File: src/rtl/key_matrix_scan.sv
// Matrix keypad scanner: 2-flop row synchroniser, press/release debounce,
// column scan with single-key validation, ghost/multi-key error and auto-repeat.
module key_matrix_scan #(
    parameter int ROWS         = 4,
    parameter int COLS         = 4,
    parameter int DEBOUNCE_CYC = 1000000,
    parameter int SETTLE_CYC   = 2,
    parameter int REPEAT_EN    = 0,
    parameter int REPEAT_DELAY = 25000000,
    parameter int REPEAT_RATE  = 5000000,
    localparam int CW          = $clog2(ROWS * COLS)
) (
    input  logic            Clk,
    input  logic            Rst_n,
    input  logic [ROWS-1:0] Row_i,
    output logic [COLS-1:0] Col_o,
    output logic            Key_flag,
    output logic            Key_repeat,
    output logic [CW-1:0]   Key_code,
    output logic            Key_held,
    output logic            Key_release,
    output logic            Key_err
);

    localparam int MAX_AB  = (DEBOUNCE_CYC > SETTLE_CYC) ? DEBOUNCE_CYC : SETTLE_CYC;
    localparam int MAX_CD  = (REPEAT_DELAY > REPEAT_RATE) ? REPEAT_DELAY : REPEAT_RATE;
    localparam int MAX_CNT = (MAX_AB > MAX_CD) ? MAX_AB : MAX_CD;
    localparam int CNT_W   = $clog2(MAX_CNT + 1);
    localparam int COL_W   = $clog2(COLS);
    localparam int ZW      = $clog2(ROWS * COLS + 1);

    // The detecting cycle in IDLE/HOLD counts as the first debounce cycle.
    localparam logic [CNT_W-1:0] DEB_LAST    = CNT_W'(DEBOUNCE_CYC - 2);
    localparam logic [CNT_W-1:0] SETTLE_LAST = CNT_W'(SETTLE_CYC - 1);
    localparam logic [CNT_W-1:0] DELAY_LAST  = CNT_W'(REPEAT_DELAY - 1);
    localparam logic [CNT_W-1:0] RATE_LAST   = CNT_W'(REPEAT_RATE - 1);
    localparam logic [COL_W-1:0] COL_LAST    = COL_W'(COLS - 1);

    typedef enum logic [2:0] {IDLE, P_FILTER, SCAN, RESULT, HOLD, R_FILTER} state_t;

    state_t                     state_q, state_d;
    logic [ROWS-1:0]            row_s1_q, row_s1_d;
    logic [ROWS-1:0]            row_s_q, row_s_d;
    logic [CNT_W-1:0]           deb_cnt_q, deb_cnt_d;
    logic [CNT_W-1:0]           rep_cnt_q, rep_cnt_d;
    logic                       rep_first_q, rep_first_d;
    logic [COL_W-1:0]           col_idx_q, col_idx_d;
    logic [COLS-1:0]            col_q, col_d;
    logic [COLS-1:0][ROWS-1:0]  hit_q, hit_d;
    logic [CW-1:0]              code_q, code_d;
    logic                       flag_q, flag_d;
    logic                       repeat_q, repeat_d;
    logic                       held_q, held_d;
    logic                       release_q, release_d;
    logic                       err_q, err_d;

    logic                       any_low;
    logic [ZW-1:0]              zero_cnt;
    logic [CW-1:0]              found_code;
    logic [CNT_W-1:0]           rep_last;

    assign any_low  = ~&row_s_q;
    assign rep_last = rep_first_q ? DELAY_LAST : RATE_LAST;

    always_comb begin
        zero_cnt   = '0;
        found_code = '0;
        for (int c = 0; c < COLS; c++) begin
            for (int r = 0; r < ROWS; r++) begin
                if (!hit_q[c][r]) begin
                    zero_cnt   = zero_cnt + ZW'(1);
                    found_code = CW'(r * COLS + c);
                end
            end
        end
    end

    always_comb begin
        state_d     = state_q;
        row_s1_d    = Row_i;
        row_s_d     = row_s1_q;
        deb_cnt_d   = deb_cnt_q;
        rep_cnt_d   = rep_cnt_q;
        rep_first_d = rep_first_q;
        col_idx_d   = col_idx_q;
        col_d       = col_q;
        hit_d       = hit_q;
        code_d      = code_q;
        flag_d      = 1'b0;
        repeat_d    = 1'b0;
        held_d      = held_q;
        release_d   = 1'b0;
        err_d       = 1'b0;

        case (state_q)
            IDLE: begin
                col_d = '0;
                if (any_low) begin
                    state_d   = P_FILTER;
                    deb_cnt_d = '0;
                end
            end
            P_FILTER: begin
                if (!any_low) begin
                    state_d = IDLE;
                end else if (deb_cnt_q == DEB_LAST) begin
                    state_d   = SCAN;
                    deb_cnt_d = '0;
                    col_idx_d = '0;
                    col_d     = ~COLS'(1);
                end else begin
                    deb_cnt_d = deb_cnt_q + CNT_W'(1);
                end
            end
            SCAN: begin
                if (deb_cnt_q == SETTLE_LAST) begin
                    // Capture the value Row_s loads on this edge so hit[] acts as a
                    // parallel second synchroniser stage for the driven column.
                    hit_d[col_idx_q] = row_s1_q;
                    deb_cnt_d        = '0;
                    if (col_idx_q == COL_LAST) begin
                        state_d = RESULT;
                        col_d   = '0;
                    end else begin
                        col_idx_d = col_idx_q + COL_W'(1);
                        col_d     = ~(COLS'(1) << (col_idx_q + COL_W'(1)));
                    end
                end else begin
                    deb_cnt_d = deb_cnt_q + CNT_W'(1);
                end
            end
            RESULT: begin
                state_d = HOLD;
                if (zero_cnt == ZW'(1)) begin
                    flag_d      = 1'b1;
                    code_d      = found_code;
                    held_d      = 1'b1;
                    rep_cnt_d   = '0;
                    rep_first_d = 1'b1;
                end else begin
                    err_d = 1'b1;
                end
            end
            HOLD: begin
                col_d = '0;
                if (!any_low) begin
                    state_d   = R_FILTER;
                    deb_cnt_d = '0;
                end else if (REPEAT_EN != 0 && held_q) begin
                    if (rep_cnt_q == rep_last) begin
                        flag_d      = 1'b1;
                        repeat_d    = 1'b1;
                        rep_cnt_d   = '0;
                        rep_first_d = 1'b0;
                    end else begin
                        rep_cnt_d = rep_cnt_q + CNT_W'(1);
                    end
                end
            end
            R_FILTER: begin
                if (any_low) begin
                    state_d = HOLD;
                end else if (deb_cnt_q == DEB_LAST) begin
                    state_d = IDLE;
                    if (held_q) begin
                        release_d = 1'b1;
                        held_d    = 1'b0;
                    end
                end else begin
                    deb_cnt_d = deb_cnt_q + CNT_W'(1);
                end
            end
            default: state_d = IDLE;
        endcase
    end

    always_ff @(posedge Clk or negedge Rst_n) begin
        if (!Rst_n) begin
            state_q     <= IDLE;
            row_s1_q    <= '1;
            row_s_q     <= '1;
            deb_cnt_q   <= '0;
            rep_cnt_q   <= '0;
            rep_first_q <= 1'b1;
            col_idx_q   <= '0;
            col_q       <= '0;
            hit_q       <= '1;
            code_q      <= '0;
            flag_q      <= 1'b0;
            repeat_q    <= 1'b0;
            held_q      <= 1'b0;
            release_q   <= 1'b0;
            err_q       <= 1'b0;
        end else begin
            state_q     <= state_d;
            row_s1_q    <= row_s1_d;
            row_s_q     <= row_s_d;
            deb_cnt_q   <= deb_cnt_d;
            rep_cnt_q   <= rep_cnt_d;
            rep_first_q <= rep_first_d;
            col_idx_q   <= col_idx_d;
            col_q       <= col_d;
            hit_q       <= hit_d;
            code_q      <= code_d;
            flag_q      <= flag_d;
            repeat_q    <= repeat_d;
            held_q      <= held_d;
            release_q   <= release_d;
            err_q       <= err_d;
        end
    end

    assign Col_o       = col_q;
    assign Key_flag    = flag_q;
    assign Key_repeat  = repeat_q;
    assign Key_code    = code_q;
    assign Key_held    = held_q;
    assign Key_release = release_q;
    assign Key_err     = err_q;

endmodule

File: config.mk
export PLATFORM = sky130hd
export DESIGN_NAME = key_matrix_scan
export DESIGN_NICKNAME = d
export VERILOG_FILES = /design/src/rtl/key_matrix_scan.sv
export SDC_FILE = /design/constraint.sdc
export NUM_CORES = 1
export LEC_CHECK = 0
export ABC_AREA = 1
export CELL_PAD_IN_SITES_DETAIL_PLACEMENT = 0
export CELL_PAD_IN_SITES_GLOBAL_PLACEMENT = 1
export CORE_MARGIN = 2
export CORE_UTILIZATION = 48
export DETAILED_ROUTE_END_ITERATION = 16
export GPL_ROUTABILITY_DRIVEN = 0
export PLACE_DENSITY = 0.95
export SLEW_MARGIN = 25
export SYNTH_ARGS = -nofsm -noshare
export SYNTH_HDL_FRONTEND = slang
export SYNTH_SLANG_ARGS = --single-unit
File: constraint.sdc
create_clock -name Clk -period 11.95 [get_ports Clk]
set_clock_uncertainty 0.05 [all_clocks]
set_input_delay 1.7925 -clock Clk [delete_from_list [all_inputs] [get_ports Clk]]
set_output_delay 1.7925 -clock Clk [all_outputs]
set_load 0.01 [all_outputs]
==> results by group <==
Outcome
  – Status: complete, no violations

Clocking
  – H-tree levels: 3
  – Max Root-Sink Buffers: 2
  – Clk slew on worst S/H paths: 70 ps
  – Num CTS Buffers: 9
  – TritonCTS clock tree: done
  – Post-CTS setup buffer count: 0
  – CTS Root Cell: clkbuf_8
  – CTS Hold Bufs: 0
  – Post-CTS Resized: 0
  – Clock sinks: 66
  – Clock latency on the worst-skew pair: 350 ps

Route
  – Final ANT Viol Nets: 0
  – Vias per inst: 5.058
  – DR vias: 4,411
  – Initial drt markers: 267
  – TritonRoute pass-1 iters: 4
  – DR WL/cell: 11.62 um
  – Routed Wire Length: 10,130 um
  – Remaining DRCs: 0

Final layout
  – Layout cells sized above 1: 15.02%
  – Layout Nets: 762
  – Final Cell Area: 5399 um^2
  – Filler Cells Inserted: 986
  – Final cell count without fillers: 872
  – Register area: 1682 um^2
  – Area Growth Syn to Fin: 10.30%
  – Antenna Cells: 0
  – Multi-input gate area: 2703 um^2
  – Final core occ: 54.98%

Synthesis
  – Sequential element share of the synthesized area: 34.36%
  – Synth cell count leaders: 191 x nand2_1, 115 x inv_1, 60 x nor2_1
  – Synth area leaders: dfrtp_1 21%, nand2_1 15%, dfstp_2 13%
  – Mapped Nets: 742
  – Yosys warns: 0
  – Asr flop ratio synth: 100.0%
  – Leading area contributor after synthesis: dfrtp_1
  – Synthesized cell area: 4895 um^2
  – Main synth FF type: dfrtp_1
  – Count leader, synth: nand2_1
  – Distinct cells, synth: 46
  – FF+latch count, synth: 66
  – Syn avg cell area: 6.855 um^2
  – EDFF count, synth: 0
  – Mapped Cells: 714
  – Yosys top cell area share: 21.47%

Global routing
  – Gr ovfl total: 0
  – Largest net degree at the start of global routing: 67
  – Vias in the first global route: 4,241
  – Initial antenna violation count: 0
  – First-pass GRT wire length: 18,110 um
  – GRT Overall Usage: 19.76%

Timing
  – Worst-margin pin slew: 801.2 ps
  – # setup viols final: 0
  – Final period util: 68.35%
  – Max_slew headroom: 46.58%
  – Setup TNS Final: 0 ps
  – RSZ-0062 raised after global routing: false
  – Final min period: 8168 ps
  – Final-report hold violation count: 0
  – Max Fclk: 122.4 MHz
  – Pins Over Slew Limit: 0

Floorplanning
  – Die height: 105.0 um
  – Starting density of the core: 49.85%
  – Row count: 36
  – Die X: 105.0 um
  – Die area: 11,020 um^2
  – Io pins: 19
  – CORE AREA: 9819 um^2

Worst setup path
  – CP arrival: 8360 ps
  – Worst Path Required: 12,140 ps
  – Reg2reg end: Key_code[3]
  – Worst-path maximum fanout: 10
  – R2R Path Start: hit_q[1]
  – Slowest library cell on the worst path: dfstp_2
  – Crit path launch: hit_q[1]
  – Critical Path Most Common Cell: nand2_1
  – Worst setup EP type: flip-flop
  – Worst setup SP type: flip-flop
  – Crit path kind: reg2reg
  – Reg-to-reg slack, setup: 3780 ps
  – R2R depth: 53
  – Max stage delay on crit path: 560 ps

Min path
  – Hold Crit Class: reg2reg
  – Hold endpoint: row_s_q[0]
  – Hold_sp: row_s1_q[0]
  – WHS Path Cells: 0

Placed design
  – Post-DP Area: 5185 um^2
  – Hpwl dp: 7903 um
  – Placed cells: 856
  – I/O Buffers: 17

Run
  – Max_cap viols: 0
sequential cells by signal, indices dropped and copies added (netlist names):
signal and cells:
Col_o 4, Key_code 4, Key_err 1, Key_flag 1
Key_held 1, Key_release 1, col_idx_q 2, deb_cnt_q 25
hit_q 16, row_s1_q 4, row_s_q 4, state_q 3
how the worst max path moves through the flow:
| stage | endpoint | slack [ps] | cells after the start |
|---|---|---|---|
| finish | Key_code[3] | 3780 | 53 |
| global route | Key_code[3] | 3150 | 53 |
| CTS | Key_code[3] | 3760 | 53 |
| detailed placement | Key_code[3] | 3790 | 53 |
| global placement | Key_code[3] | 4060 | 53 |
| floorplan | Key_code[3] | 4330 | 50 |
metrics by stage:
stage,worst slack (ps),hold slack [ps]
after CTS,3763,320.4
after detailed placement,3792,309.8
after global routing,3147,327.1
after floorplan,4328,304.0
final,3782,318.4
after global placement,4058,307.7
cells in the final DEF, fill, tap and decap left out, types with 3 or more instances in the layout:
cell type,Yosys,layout
nand4_1,8,8
nand3_2,11,11
o21ai_0,37,37
a211oi_1,3,3
inv_1,115,115
nand3b_1,5,5
nor3_1,10,10
dfrtp_1,42,42
nor3_2,3,3
clkdlybuf4s50_1,0,16
nand3_1,45,45
or2_2,5,5
nor2_1,60,60
inv_2,6,6
nor4_1,11,11
ha_1,22,22
dfstp_2,24,24
o21a_1,3,3
a21oi_1,29,29
o21bai_1,5,5
nand2_2,35,35
nand2_1,191,191
o21ai_1,7,7
clkbuf_8,0,11
layer usage:
| layer | vias to the layer above | GRT usage [%] | routed length [um] |
|---|---|---|---|
| li1 | 2326 | - | - |
| met1 | 2009 | 25.07 | 4832 |
| met2 | 63 | 33.86 | 4811 |
| met3 | 13 | 2.620 | 257 |
| met4 | 0 | 8.095 | 229 |
| met5 | - | 0 | 0 |
logic make-up (layout without fill, tap and decap cells):
family	after synthesis	after routing	synth area share [%]
adder cells (fa/ha/maj)	22	22	5.624
buffers and inverters	132	157	10.43
AND/OR/NAND/NOR	394	394	37.91
flip-flops	66	66	34.36
other	1	1	0.07661
AO/OA/AOI/OAI	98	98	11.43
XOR/XNOR	1	1	0.1790
worst max-delay path, delay by kind of cell (launching register included):
family,cells,cell delay (ps)
fa+ha+maj,14,3860
simple gates,32,3110
buf+inv,5,300
flops,1,560
compound gates,2,180
area by class of cell:
class / count / share of cell area, %
clock inverters: 5 / 1.159
well taps: 133 / 3.082
clock buffers: 11 / 2.804
repair buffers: 18 / 3.198
flip-flops and latches: 66 / 31.15
inverters: 123 / 8.552
multi-input cells: 516 / 50.06
Power is left out: the tool's default activity adds up to more than one toggle a clock period on the data nets, which glitch-free logic cannot reach.
